<file path="config.mk">
export PLATFORM = sky130hd
export DESIGN_NAME = ram_arbiter
export DESIGN_NICKNAME = d
export VERILOG_FILES = /design/src/rtl/ram_arbiter.sv
export SDC_FILE = /design/constraint.sdc
export NUM_CORES = 1
export LEC_CHECK = 0
export ABC_AREA = 0
export BUFFER_PORTS_ARGS = -buffer_cell sky130_fd_sc_hd__buf_4
export CAP_MARGIN = 30
export CORE_MARGIN = 4
export CORE_UTILIZATION = 30
export CTS_CLUSTER_DIAMETER = 80
export DETAILED_ROUTE_END_ITERATION = 6
export PLACE_DENSITY = 0.65
export SYNTH_ARGS = -nofsm -noshare
export SYNTH_HDL_FRONTEND = slang
export SYNTH_SLANG_ARGS = --single-unit
</file>
<file path="constraint.sdc">
create_clock -name clk_x3 -period 2.6 [get_ports clk_x3]
set_input_delay 0.13 -clock clk_x3 [delete_from_list [all_inputs] [get_ports clk_x3]]
set_output_delay 0.13 -clock clk_x3 [all_outputs]
set_load 0.1 [all_outputs]
</file>
<file path="src/rtl/ram_arbiter.sv">
// ram_arbiter: round-robin arbiter placing the DCJ11 port and the Apple II
// loader port in front of the PSRAM controller. The Apple II port is served
// only when the macro A2_DMA_EN is defined; otherwise its inputs are ignored
// and the DCJ11 port owns the memory.
module ram_arbiter #(
    parameter logic [21:0] HIMEM   = 22'o17757777,
    parameter int          TIMEOUT = 64
) (
    input  logic        clk_x3,
    input  logic        rst,
    input  logic        mem_init,
    input  logic        cpu_req,
    input  logic        cpu_we,
    input  logic        cpu_byte,
    input  logic [21:0] cpu_addr,
    input  logic [15:0] cpu_wdata,
    output logic [15:0] cpu_rdata,
    output logic        cpu_ack,
    input  logic        a2_req,
    input  logic        a2_we,
    input  logic        a2_byte,
    input  logic [21:0] a2_addr,
    input  logic [15:0] a2_wdata,
    output logic [15:0] a2_rdata,
    output logic        a2_ack,
    output logic        mem_read,
    output logic        mem_write,
    output logic        mem_byte,
    output logic [21:0] mem_addr,
    output logic [15:0] mem_wdata,
    input  logic [15:0] mem_rdata,
    input  logic        mem_busy,
    input  logic        mem_done,
    output logic        err,
    output logic        arb_busy
);

    typedef enum logic [1:0] {IDLE, ISSUE, WAIT, DONE} state_t;

    localparam logic PORT_CPU = 1'b0;
    localparam logic PORT_A2  = 1'b1;
    localparam int   CNT_W    = $clog2(TIMEOUT + 1);
    localparam logic [CNT_W-1:0] CNT_MAX = CNT_W'(TIMEOUT);

    state_t           state, state_nxt;
    logic             a2_req_e, a2_we_e, a2_byte_e;
    logic [21:0]      a2_addr_e;
    logic [15:0]      a2_wdata_e;
    logic             win, win_we, win_byte, win_oor;
    logic [21:0]      win_addr;
    logic [15:0]      win_wdata;
    logic             grant, timeout_hit, finish;
    logic             fin_port, fin_we;
    logic [15:0]      fin_rdata;
    logic             last_grant, grant_q, we_q, byte_q;
    logic [CNT_W-1:0] wait_cnt;

`ifdef A2_DMA_EN
    assign a2_req_e   = a2_req;
    assign a2_we_e    = a2_we;
    assign a2_byte_e  = a2_byte;
    assign a2_addr_e  = a2_addr;
    assign a2_wdata_e = a2_wdata;
`else
    // Apple II port disabled: it never requests, so the DCJ11 always wins.
    logic unused_a2;
    assign a2_req_e   = 1'b0;
    assign a2_we_e    = 1'b0;
    assign a2_byte_e  = 1'b0;
    assign a2_addr_e  = '0;
    assign a2_wdata_e = '0;
    assign unused_a2  = ^{a2_req, a2_we, a2_byte, a2_addr, a2_wdata};
`endif

    // Round-robin pick: a lone request wins, a tie goes to the port not served last.
    always_comb begin
        win       = a2_req_e && (!cpu_req || last_grant == PORT_CPU);
        win_we    = win ? a2_we_e    : cpu_we;
        win_byte  = win ? a2_byte_e  : cpu_byte;
        win_addr  = win ? a2_addr_e  : cpu_addr;
        win_wdata = win ? a2_wdata_e : cpu_wdata;
        win_oor   = win_addr > HIMEM;
    end

    // State register.
    always_ff @(posedge clk_x3) begin
        if (rst) state <= IDLE;
        else     state <= state_nxt;
    end

    // Next-state logic; out-of-range accesses skip straight to DONE.
    always_comb begin
        state_nxt   = state;
        grant       = 1'b0;
        timeout_hit = 1'b0;
        case (state)
            IDLE: begin
                if (mem_init && !mem_busy && (cpu_req || a2_req_e)) begin
                    grant     = 1'b1;
                    state_nxt = win_oor ? DONE : ISSUE;
                end
            end
            ISSUE: state_nxt = WAIT;
            WAIT: begin
                if (mem_done) begin
                    state_nxt = DONE;
                end else if (wait_cnt == CNT_MAX) begin
                    timeout_hit = 1'b1;
                    state_nxt   = DONE;
                end
            end
            DONE:    state_nxt = IDLE;
            default: state_nxt = IDLE;
        endcase
    end

    // Completion bookkeeping: which port finishes and what read data it gets.
    always_comb begin
        finish   = (state_nxt == DONE) && (state != DONE);
        fin_port = grant ? win    : grant_q;
        fin_we   = grant ? win_we : we_q;
        if (timeout_hit)        fin_rdata = 16'hFFFF;
        else if (state == IDLE) fin_rdata = 16'h0000;
        else                    fin_rdata = mem_rdata;
    end

    // Registered strobes, acks, latched command and per-port read data.
    always_ff @(posedge clk_x3) begin
        if (rst) begin
            last_grant <= PORT_A2;
            grant_q    <= PORT_CPU;
            we_q       <= 1'b0;
            byte_q     <= 1'b0;
            wait_cnt   <= '0;
            mem_read   <= 1'b0;
            mem_write  <= 1'b0;
            mem_byte   <= 1'b0;
            mem_addr   <= '0;
            mem_wdata  <= '0;
            cpu_ack    <= 1'b0;
            a2_ack     <= 1'b0;
            err        <= 1'b0;
            arb_busy   <= 1'b0;
            cpu_rdata  <= '0;
            a2_rdata   <= '0;
        end else begin
            mem_read  <= (state == ISSUE) && !we_q;
            mem_write <= (state == ISSUE) && we_q;
            mem_byte  <= (state == ISSUE) && byte_q;
            arb_busy  <= state_nxt != IDLE;
            cpu_ack   <= finish && (fin_port == PORT_CPU);
            a2_ack    <= finish && (fin_port == PORT_A2);
            err       <= timeout_hit;
            wait_cnt  <= (state == WAIT) ? wait_cnt + 1'b1 : '0;
            if (grant) begin
                grant_q <= win;
                we_q    <= win_we;
                byte_q  <= win_byte;
                if (!win_oor) begin
                    mem_addr  <= win_addr;
                    mem_wdata <= win_wdata;
                end
            end
            if (state == DONE) last_grant <= grant_q;
            if (finish && (timeout_hit || !fin_we)) begin
                if (fin_port == PORT_CPU) cpu_rdata <= fin_rdata;
                else                      a2_rdata  <= fin_rdata;
            end
        end
    end

endmodule
</file>
==> results of run 1 <==
[cells in the final DEF (no fill, tap or decap), types with 2 or more instances in the layout]
master and instances:
xor2_1 2, ha_1 6, buf_4 148, nor2b_1 33, clkbuf_16 9, nand2_1 81
nor2_1 13, and3_1 2, nand2b_1 17, inv_6 2, dfxtp_1 89, a21oi_1 58
nor3_1 2, inv_1 6, mux2_2 32, xnor2_1 3, and3b_1 3, clkinv_2 2
nand3_1 4
[cell families (layout without fill, tap and decap cells)]
logic type	count (synthesis)	after routing	share of synthesized area, %
simple gates	167	167	23.3
flops	89	89	49.4
xor+xnor	5	5	1.21
compound gates	65	65	9.78
buf+inv	33	172	3.92
fa+ha+maj	6	6	2.08
mux	33	33	10.3
[worst max-delay path: cells and delay by family, from the launching register on]
family / cells / cell delay [ns]
buffers and inverters: 2 / 0.30
adder cells (fa/ha/maj): 1 / 0.15
multiplexers: 1 / 0.35
AND/OR/NAND/NOR: 3 / 0.98
flip-flops: 1 / 0.33
AO/OA/AOI/OAI: 1 / 0.18
[through the flow]
stage,cells,total power [W]
2_1_floorplan,398,0.00214
3_3_place_gp,663,0.00240
3_5_place_dp,663,0.00241
4_1_cts,680,0.00376
5_1_grt,680,0.00386
6_report,680,0.00369
[power by group]
group,internal [W],total (W),switching (W)
Combinational,0.000302,0.000925,0.000623
Sequential,0.00142,0.00145,0.0000337
Clock,0.000774,0.00131,0.000540
[layout make-up]
type | instances | area (um^2)
Sequential cell | 89 | 1780
Multi-Input combinational cell | 276 | 1700
Tap cell | 143 | 179
Clock buffer | 10 | 239
Inverter | 6 | 22.5
Clock inverter | 6 | 65.1
Timing Repair Buffer | 150 | 1140
Fill cell | 1154 | 6480
[metal layers]
layer / part of all wire, % / GRT usage, % / vias to the layer above
met5: 0 / 0 / -
li1: - / - / 1570
met2: 46 / 21.0 / 101
met1: 45 / 16.8 / 1421
met3: 7.4 / 4.52 / 14
met4: 1.7 / 5.35 / 0
[registers in the layout, summed over array words and instances, names as in the netlist, 2 cells and up]
name,count
a2_rdata,16
wait_cnt,7
cpu_rdata,16
state,2
mem_wdata,16
mem_addr,22
[cells in the mapped netlist, drive strengths merged]
master   number
a211oi        1
a21boi        1
a21oi        58
and3          2
and3b         3
buf           8
clkbuf       19
dfxtp        89
ha            6
inv           6
mux2         32
mux2i         1
nand2        81
nand2b       17
nand3         4
nand3b        1
nand4         1
nand4b        1
nand4bb       1
nor2         14
nor2b        33
nor3          2
nor3b         1
nor4          1
nor4b         1
nor4bb        1
o211a         1
o211ai        1
o21a          1
o21ai         1
o22ai         1
or2           2
or4b          1
xnor2         3
xor2          2
[what timing repair did]
item                                    4_1_cts  5_1_grt
endpoints found under the hold margin         1        0
buffers inserted                              0        0
endpoints found under the setup margin        0        0
hold buffers                                  1        0
[worst paths after layout]
check,slack (ns),cells past startpoint,endpoint,start
worst max-delay path,0.21,8,a2_rdata[1]$_SDFFE_PP0P_,wait_cnt[0]$_SDFF_PP0_
worst min-delay path,0.04,3,mem_addr[4]$_SDFFE_PP0P_,cpu_addr[4]
worst min register to register,0.44,1,cpu_ack$_SDFF_PP0_,grant_q$_SDFF_PP0_
worst max register to register,0.21,8,a2_rdata[1]$_SDFFE_PP0P_,wait_cnt[0]$_SDFF_PP0_
==> run metrics, run 1 <==
crit-path cells=inv_1 > ha_1 > nand4bb_1 > or4b_1 > a21boi_4 > nor4b_4 > buf_4 > mux2_2; setup clock skew after layout=0.00536 ns; Least-Margin Pin Slew=0.704 ns; leakage dissipation=2.23 nW; CP Data Arrival Time=2.61 ns; fraction of final layout cells with drive strength greater than 1=37.6%; chip height=118 um; slack of the critical path=0.211 ns; post-layout utilization of the core=44.2%; count of endpoints failing setup in the final report=0; warnings from Yosys=0; largest area contributor in the netlist=dfxtp_1; core outline area=0.0116 mm^2; number of buffers on the longest clock path=2; post-route cell area=0.00513 mm^2; RSZ-0062 raised after global routing=no; Total GRT Usage=13.3%; run status=finished clean; antenna violation net count after detailed routing=0; count of distinct cell types in the synthesized netlist=38; main area contributors after synthesis=dfxtp_1 49%, mux2_2 10%, nand2_1 8.4%; startpoint kind of the worst setup timing path=flop; n_diodes=0; portion of the post-synthesis area used by sequential elements=49.4%; max-cap check violation count=0; antenna violations before repair=0; number of global-route vias before repair=3077; Slowest cell on crit path=or4b_1; Top-Level Pins=180; wire length of the first global-routing pass=15.3 mm; total gr overflow=0; Avg Inst Size Synth=9.06 um^2; layout-stage area growth over the synthesis result=42.2%; number of H-tree branching levels=3; DP Area=0.00482 mm^2; Yosys top cell area share=49.4%; Crit Path Category=flop to flop; cell count after synthesis=398; clock transition at the registers of the reported paths=0.07 ns; worst-case hold slack=0.0410 ns; Max-slew headroom=53.0%; total count of max-transition violations in the final report=0; routed wire length per instance=13.8 um; Tcrit/Tclk final=91.9%; port buffer count=138; CTS tree=yes; worst-path maximum fanout=8; critical path capture point type=flop; DRC violations left=0; initial core utilization=31.1%; detailed-route wire length=9.37 mm; total number of vias=3106; DRC marker count from the first detailed-route iteration=152; sinks on the clock net=89; final sum of negative setup slack=0 ns; number of hold-slack violations in the final timing report=0; Post-Syn Nets=507; Resized cells post-CTS=0; pin count of the biggest net entering global routing=72; Die Width=118 um; final layout net count=641; power per cell area=720 mW/mm^2; number of rows in the core area=39; final weighted congestion in routability-driven placement=0.787; worst IR drop on VDD=283 uV; post-DP HPWL=6.72 mm; shortest clock period the worst path allows after layout=2.39 ns; Num CTS Buffers=9; floorplan die area=0.0138 mm^2; post-synthesis register bit count=89; achievable clock frequency=419 MHz; pre-CTS WS=0.182 ns; Crit path required time=2.82 ns; longest individual stage delay on the worst path=0.51 ns; First-pass DRT Iterations=4; mapped cell area=0.00361 mm^2; clock network latency to the later pin of the worst-skew pair=0.33 ns; Root Buffer=clkbuf_16; class of the worst hold path=primary input to flop; detail-routed via count per cell=4.57
No activity file was read; power rests on OpenSTA's default activity.
==> inputs of run 2 (changes only) <==
==> constraint.sdc (replaced) <==
create_clock -name clk_x3 -period 2.1 [get_ports clk_x3]
set_input_delay 0.105 -clock clk_x3 [delete_from_list [all_inputs] [get_ports clk_x3]]
set_output_delay 0.105 -clock clk_x3 [all_outputs]
set_load 0.1 [all_outputs]
==> run 2 against run 1 <==
Cell count is 2.6% higher. Utilization is 2.3 points higher. Register-to-register slack worse by 0.38 ns. Routed wire length is 4.6% higher. Power is 26% higher. Die area stayed put. First-iteration DRC count is 13% lower. Clock skew is 0.0059 ns higher. The flow now finishes with violations (setup timing). Sequential cell count stayed put.
==> run metrics, run 2 (synthesis results as in run 1) <==
port buffer count=138; Least-Margin Pin Slew=0.723 ns; routed wire length on met2=4.71 mm; antenna violation net count after detailed routing=0; Crit Path Category=flop to flop; worst IR drop on VDD=338 uV; Largest Register=mem_addr; instance count after placement with tap cells included=678; violations in the final reports=setup timing; clock network latency to the later pin of the worst-skew pair=0.35 ns; fraction of final layout cells with drive strength greater than 1=40.7%; initial core utilization=31.1%; highest metal layer with signal wires=met4; pin count of the biggest net entering global routing=68; critical path capture point type=flop; number of hold-slack violations in the final timing report=0; total number of vias=3214; count of endpoints failing setup in the final report=32; Total GRT Usage=13.9%; sinks on the clock net=89; most frequent standard cell in the layout excluding fill and tap cells=buf_4; final weighted congestion in routability-driven placement=0.775; number of buffers on the longest clock path=2; post-DP HPWL=7.09 mm; Die Width=118 um; Max-slew headroom=51.8%; RSZ-0062 raised after global routing=yes; CP Data Arrival Time=2.50 ns; max-cap check violation count=0; clock transition at the registers of the reported paths=0.06 ns; routed wire length per instance=14.0 um; n_diodes=0; core outline area=0.0116 mm^2; run status=finished, violations left; chip height=118 um; setup clock skew after layout=0.0112 ns; Layout Cells excl Fill=698; detailed-route wire length=9.80 mm; startpoint kind of the worst setup timing path=flop; DRC marker count from the first detailed-route iteration=132; worst-case hold slack=0.0106 ns; WL met3=604 um; Crit path required time=2.33 ns; antenna violations before repair=0; sum of routed wire segments on met1=4.25 mm; number of rows in the core area=39; number of H-tree branching levels=3; layout-stage area growth over the synthesis result=49.6%; number of flip-flops under the largest register name=22; First-pass DRT Iterations=4; CTS tree=yes; Root Buffer=clkbuf_16; total count of max-transition violations in the final report=0; most frequent cells in the layout=160 x buf_4, 86 x dfxtp_1, 81 x nand2_1, 58 x a21oi_1, 33 x nor2b_1; total gr overflow=0; leakage dissipation=2.35 nW; power per cell area=860 mW/mm^2; achievable clock frequency=440 MHz; shortest clock period the worst path allows after layout=2.27 ns; slack of the critical path=-0.174 ns; Tcrit/Tclk final=108%; floorplan die area=0.0138 mm^2; class of the worst hold path=primary input to flop; worst-path maximum fanout=8; Filler Cells Inserted=1106; Top-Level Pins=180; Num CTS Buffers=9; post-route cell area=0.00540 mm^2; final layout net count=659; wire length of the first global-routing pass=15.6 mm; detail-routed via count per cell=4.60; number of global-route vias before repair=3221; DP Area=0.00493 mm^2; DRC violations left=0
==> run 2: changes by cell type in the layout (fill, tap and decap cells not counted), sizes merged <==
| cell | delta |
|---|---|
| buf | +16 |
| clkinv | +2 |
| dlygate4sd3 | +2 |
| clkinvlp | -1 |
| inv | -1 |
==> run 2: power by group <==
| group | total [W] | internal (W) | switching, W |
|---|---|---|---|
| combinational | 0.00121 | 0.000419 | 0.000793 |
| clock | 0.00163 | 0.000958 | 0.000673 |
| sequential | 0.00180 | 0.00176 | 0.0000364 |
| total | 0.00464 | 0.00314 | 0.00150 |
==> run 2: path summary, 6_finish.rpt <==
check	to	slack, ns	startpoint	depth (start not counted)
min	mem_addr[10]$_SDFFE_PP0P_	0.01	cpu_addr[10]	3
min reg2reg	cpu_ack$_SDFF_PP0_	0.43	grant_q$_SDFF_PP0_	1
max	cpu_rdata[12]$_SDFFE_PP0P_	-0.17	wait_cnt[0]$_SDFF_PP0_	8
max reg2reg	cpu_rdata[12]$_SDFFE_PP0P_	-0.17	wait_cnt[0]$_SDFF_PP0_	8
==> run 2: repair_timing <==
action,4_1_cts,5_1_grt
gates resized for setup,23,13
setup buffers,1,0
setup endpoints to repair,32,32
hold buffers,3,0
pin swaps,2,0
endpoints found under the hold margin,3,0
==> run 2: area by class of cell <==
type                       instances  area (um^2)  area share (%)
clock buffer                      10          239            4.43
inverter                           6         22.5           0.417
timing repair buffer             168         1300            24.0
multi-input combinational        276         1810            33.5
sequential                        89         1790            33.1
clock inverter                     6         66.3            1.23
tap                              143          179            3.32
==> run 2: layer usage <==
metal / track usage (%) / up-vias
li1: - / 1612
met1: 16.3 / 1470
met2: 23.2 / 114
met3: 4.42 / 18
met4: 6.23 / 0
met5: 0 / -
==> run 2: worst max-delay path: stages, from the launching register on <==
cell and delay [ns]:
dfxtp_2 0.32, inv_2 0.06, ha_4 0.12, nand4bb_1 0.12, or4b_4 0.50, a21boi_4 0.17, nor4bb_4 0.34, buf_6 0.19
mux2_2 0.34
==> run 2: per-stage QoR <==
stage | util (%) | TNS, ns | total power [W] | setup slack (ns)
after global placement | 42.5 | -3.69 | 0.00301 | -0.138
after floorplan | - | -8.59 | 0.00265 | -0.324
after CTS | 46.1 | -4.43 | 0.00468 | -0.176
after global routing | 46.5 | -7.51 | 0.00484 | -0.275
final | 46.5 | -4.13 | 0.00464 | -0.174
after detailed placement | 42.5 | -4.48 | 0.00303 | -0.183
==> inputs of run 3 (changes only) <==
==> config.mk (replaced) <==
export PLATFORM = sky130hd
export DESIGN_NAME = ram_arbiter
export DESIGN_NICKNAME = d
export VERILOG_FILES = /design/src/rtl/ram_arbiter.sv
export SDC_FILE = /design/constraint.sdc
export NUM_CORES = 1
export LEC_CHECK = 0
export ABC_AREA = 1
export BUFFER_PORTS_ARGS = -buffer_cell sky130_fd_sc_hd__buf_2
export CAP_MARGIN = 30
export CORE_MARGIN = 4
export CORE_UTILIZATION = 30
export CTS_CLUSTER_DIAMETER = 80
export DETAILED_ROUTE_END_ITERATION = 6
export PLACE_DENSITY = 0.64
export SYNTH_ARGS = -nofsm -noshare
export SYNTH_HDL_FRONTEND = slang
export SYNTH_SLANG_ARGS = --single-unit
==> run 3 against run 2 <==
The flow now finishes without violations. Sequential cell count stayed put. Synthesized cell count is 30% higher. Combinational power is 30% lower. Cell count is 16% higher. Power is 8.0% lower. Count of clock-buffer cells in the layout is 1 lower. Critical path depth is 4 higher. Setup slack better by 0.46 ns. Non-clock buffer count is 9 lower. Design area is 9.0% lower. Via count is 7.2% higher. Sequential share of layout area is 3.2 points higher.
==> run metrics, run 3 <==
portion of netlist area occupied by mux cells=0%; Total GRT Usage=13.6%; capture point of the worst path=a2_rdata[1]$_SDFFE_PP0P_; main area contributors after synthesis=dfxtp_1 49%, nor2_1 16%, nand2_1 12%; reg2reg path depth=12; combined buffer and inverter count along the critical path=5; reg-to-reg critical path endpoint=a2_rdata[1]$_SDFFE_PP0P_; crit-path cells=inv_1 > ha_1 > inv_2 > nor2_4 > inv_2 > nand2_2 > inv_1 > nand4_4 > buf_12 > nand2_1 > nand2_1 > nor2_1; detailed-route wire length=9.55 mm; Slowest cell on crit path=dfxtp_1; total count of max-transition violations in the final report=0; total number of vias=3447; run status=finished clean; most frequent standard cell in the layout excluding fill and tap cells=nor2_1; clock transition at the registers of the reported paths=0.07 ns; antenna violation net count after detailed routing=0; worst IR drop on VDD=505 uV; cell count after synthesis=518; Layout Cells excl Fill=812; CTS hold repair buffers=12; Crit Path Category=flop to flop; number of flip-flops under the largest register name=22; most frequent cells in the layout=156 x nor2_1, 138 x buf_2, 117 x nand2_1, 89 x dfxtp_1, 53 x inv_1; mapped cell area=0.00364 mm^2; initial core utilization=31.2%; startpoint kind of the worst setup timing path=flop; critical path capture point type=flop; reg-to-reg slack, setup=0.29 ns; top cells by instance count after synthesis=156 x nor2_1, 117 x nand2_1, 89 x dfxtp_1, 53 x inv_1, 33 x o21ai_0; class of the worst hold path=primary input to flop; RSZ-0062 raised after global routing=no; clock network latency to the later pin of the worst-skew pair=0.35 ns; count of endpoints failing setup in the final report=0; number of hold-slack violations in the final timing report=0; worst-path maximum fanout=32; floorplan die area=0.0140 mm^2; number of rows in the core area=39; slack of the critical path=0.288 ns; Yosys top cell area share=48.9%; longest individual stage delay on the worst path=0.42 ns; top_reg_cell synth=dfxtp_1; Max-slew headroom=66.2%; launch point of the critical path=state[0]$_SDFF_PP0_; portion of the post-synthesis area used by sequential elements=48.9%; synthesized-area fraction occupied by adder cells=2.06%; n_diodes=0; DRC marker count from the first detailed-route iteration=192; CP Data Arrival Time=2.09 ns; final weighted congestion in routability-driven placement=0.746; Least-Margin Pin Slew=0.511 ns; Largest Register=mem_addr; max-cap check violation count=0; routed wire length per instance=11.8 um; final layout net count=773; fraction of final layout cells with drive strength greater than 1=26.0%; pin count of the biggest net entering global routing=40; Post-synth EDFFs=0; total gr overflow=0; dominant combinational cell family by area after synthesis=simple AND/OR/NAND/NOR gates; achievable clock frequency=552 MHz; setup clock skew after layout=0.00890 ns; post-DP HPWL=6.79 mm; synthesized-area fraction occupied by ao, oa, aoi and oai cells=7.01%; Avg Inst Size Synth=7.03 um^2; First-pass DRT Iterations=5; largest area contributor in the netlist=dfxtp_1; warnings from Yosys=0; antenna violations before repair=1; Tcrit/Tclk final=86.3%; number of buffers on the longest clock path=2; share of synthesized registers carrying an async set or reset=0%; CTS tree=yes; sinks on the clock net=89; Resized cells post-CTS=0; worst reg2reg path startpoint=state[0]$_SDFF_PP0_; detail-routed via count per cell=4.25; chip height=118 um; core outline area=0.0117 mm^2; final total power=0.00427 W; port buffer count=138; leakage dissipation=2.69 nW; number of logic stages on the critical path including buffering=12; power per cell area=869 mW/mm^2; number of H-tree branching levels=3; Crit path required time=2.38 ns; fraction of synthesized cell area in xor and xnor cells=0%; DRC violations left=0; Post-Syn Nets=627; Num CTS Buffers=9; Root Buffer=clkbuf_16; Die Width=118 um; wire length of the first global-routing pass=15.5 mm; Top-Level Pins=180; number of global-route vias before repair=3175; most frequent cell after synthesis=nor2_1; pre-CTS WS=0.331 ns; count of distinct cell types in the synthesized netlist=24; Filler Cells Inserted=1240; shortest clock period the worst path allows after layout=1.81 ns; layout-stage area growth over the synthesis result=34.9%; Largest delay share family, worst path=buffers and inverters; final sum of negative setup slack=0 ns; instance count after placement with tap cells included=784; setup repair bufs after CTS=0; post-synthesis register bit count=89; Post-Synth Simple-Gate Area=32.7%
-- run 3: cell types whose count changed after synthesis, sizes merged, moves of 6 or more --
cell,previous run,this run
mux2,32,0
o21ai,1,42
nor2b,33,0
inv,6,55
clkbuf,19,13
nand2,81,120
a21oi,58,6
nand2b,17,0
nor2,14,157
-- run 3: kinds of logic after synthesis --
family | count (synthesis)
AOI/OAI and AO/OA | 48
DFF | 89
buffers and inverters | 80
and+or+nand+nor | 295
adders and majority gates | 6
-- run 3: where the power goes --
group / internal [W] / switching (W)
clock: 0.000932 / 0.000699
combinational: 0.000185 / 0.000666
sequential: 0.00175 / 0.0000317
-- run 3: worst min-delay path, stage by stage --
cell and delay (ns):
buf_2 0.07, o21ai_0 0.07, nor2_1 0.08
-- run 3: worst min path at each step --
stage | startpoint | endpoint | slack (ns) | cells after the start
after floorplan | cpu_addr[0] | mem_addr[0]$_SDFFE_PP0P_ | 0.25 | 2
after global placement | cpu_addr[10] | mem_addr[10]$_SDFFE_PP0P_ | 0.34 | 3
after detailed placement | cpu_addr[10] | mem_addr[10]$_SDFFE_PP0P_ | 0.35 | 3
after CTS | cpu_wdata[9] | mem_wdata[9]$_SDFFE_PP0P_ | 0.0001 | 3
after global routing | cpu_addr[5] | mem_addr[5]$_SDFFE_PP0P_ | 0.02 | 3
final | cpu_addr[4] | mem_addr[4]$_SDFFE_PP0P_ | 0.006 | 3
-- run 3: area by class of cell --
type | count | area, um^2 | share of cell area [%]
flip-flops and latches | 89 | 1780 | 36.3
well taps | 143 | 179 | 3.64
clock buffers | 9 | 225 | 4.58
inverters | 56 | 210 | 4.28
multi-input cells | 349 | 1520 | 31.0
repair buffers | 159 | 916 | 18.6
clock inverters | 7 | 77.6 | 1.58
-- run 3: through the flow --
stage / hold slack [ns] / area, um^2 / utilization (%)
5_1_grt: 0.0157 / 4910 / 42.1
4_1_cts: 0.000112 / 4910 / 42.1
6_report: 0.00573 / 4910 / 42.1
2_1_floorplan: 0.254 / 3640 / -
3_5_place_dp: 0.346 / 4490 / 38.5
3_3_place_gp: 0.339 / 4490 / 38.5
-- run 3: routing by layer --
metal  up-vias  part of all wire, %  track usage, %
met2        77                   48            22.8
met1      1500                   44            16.1
li1       1852                    -               -
met3        16                  6.9            5.35
met4         2                  1.5            4.18
met5         -                0.073               0
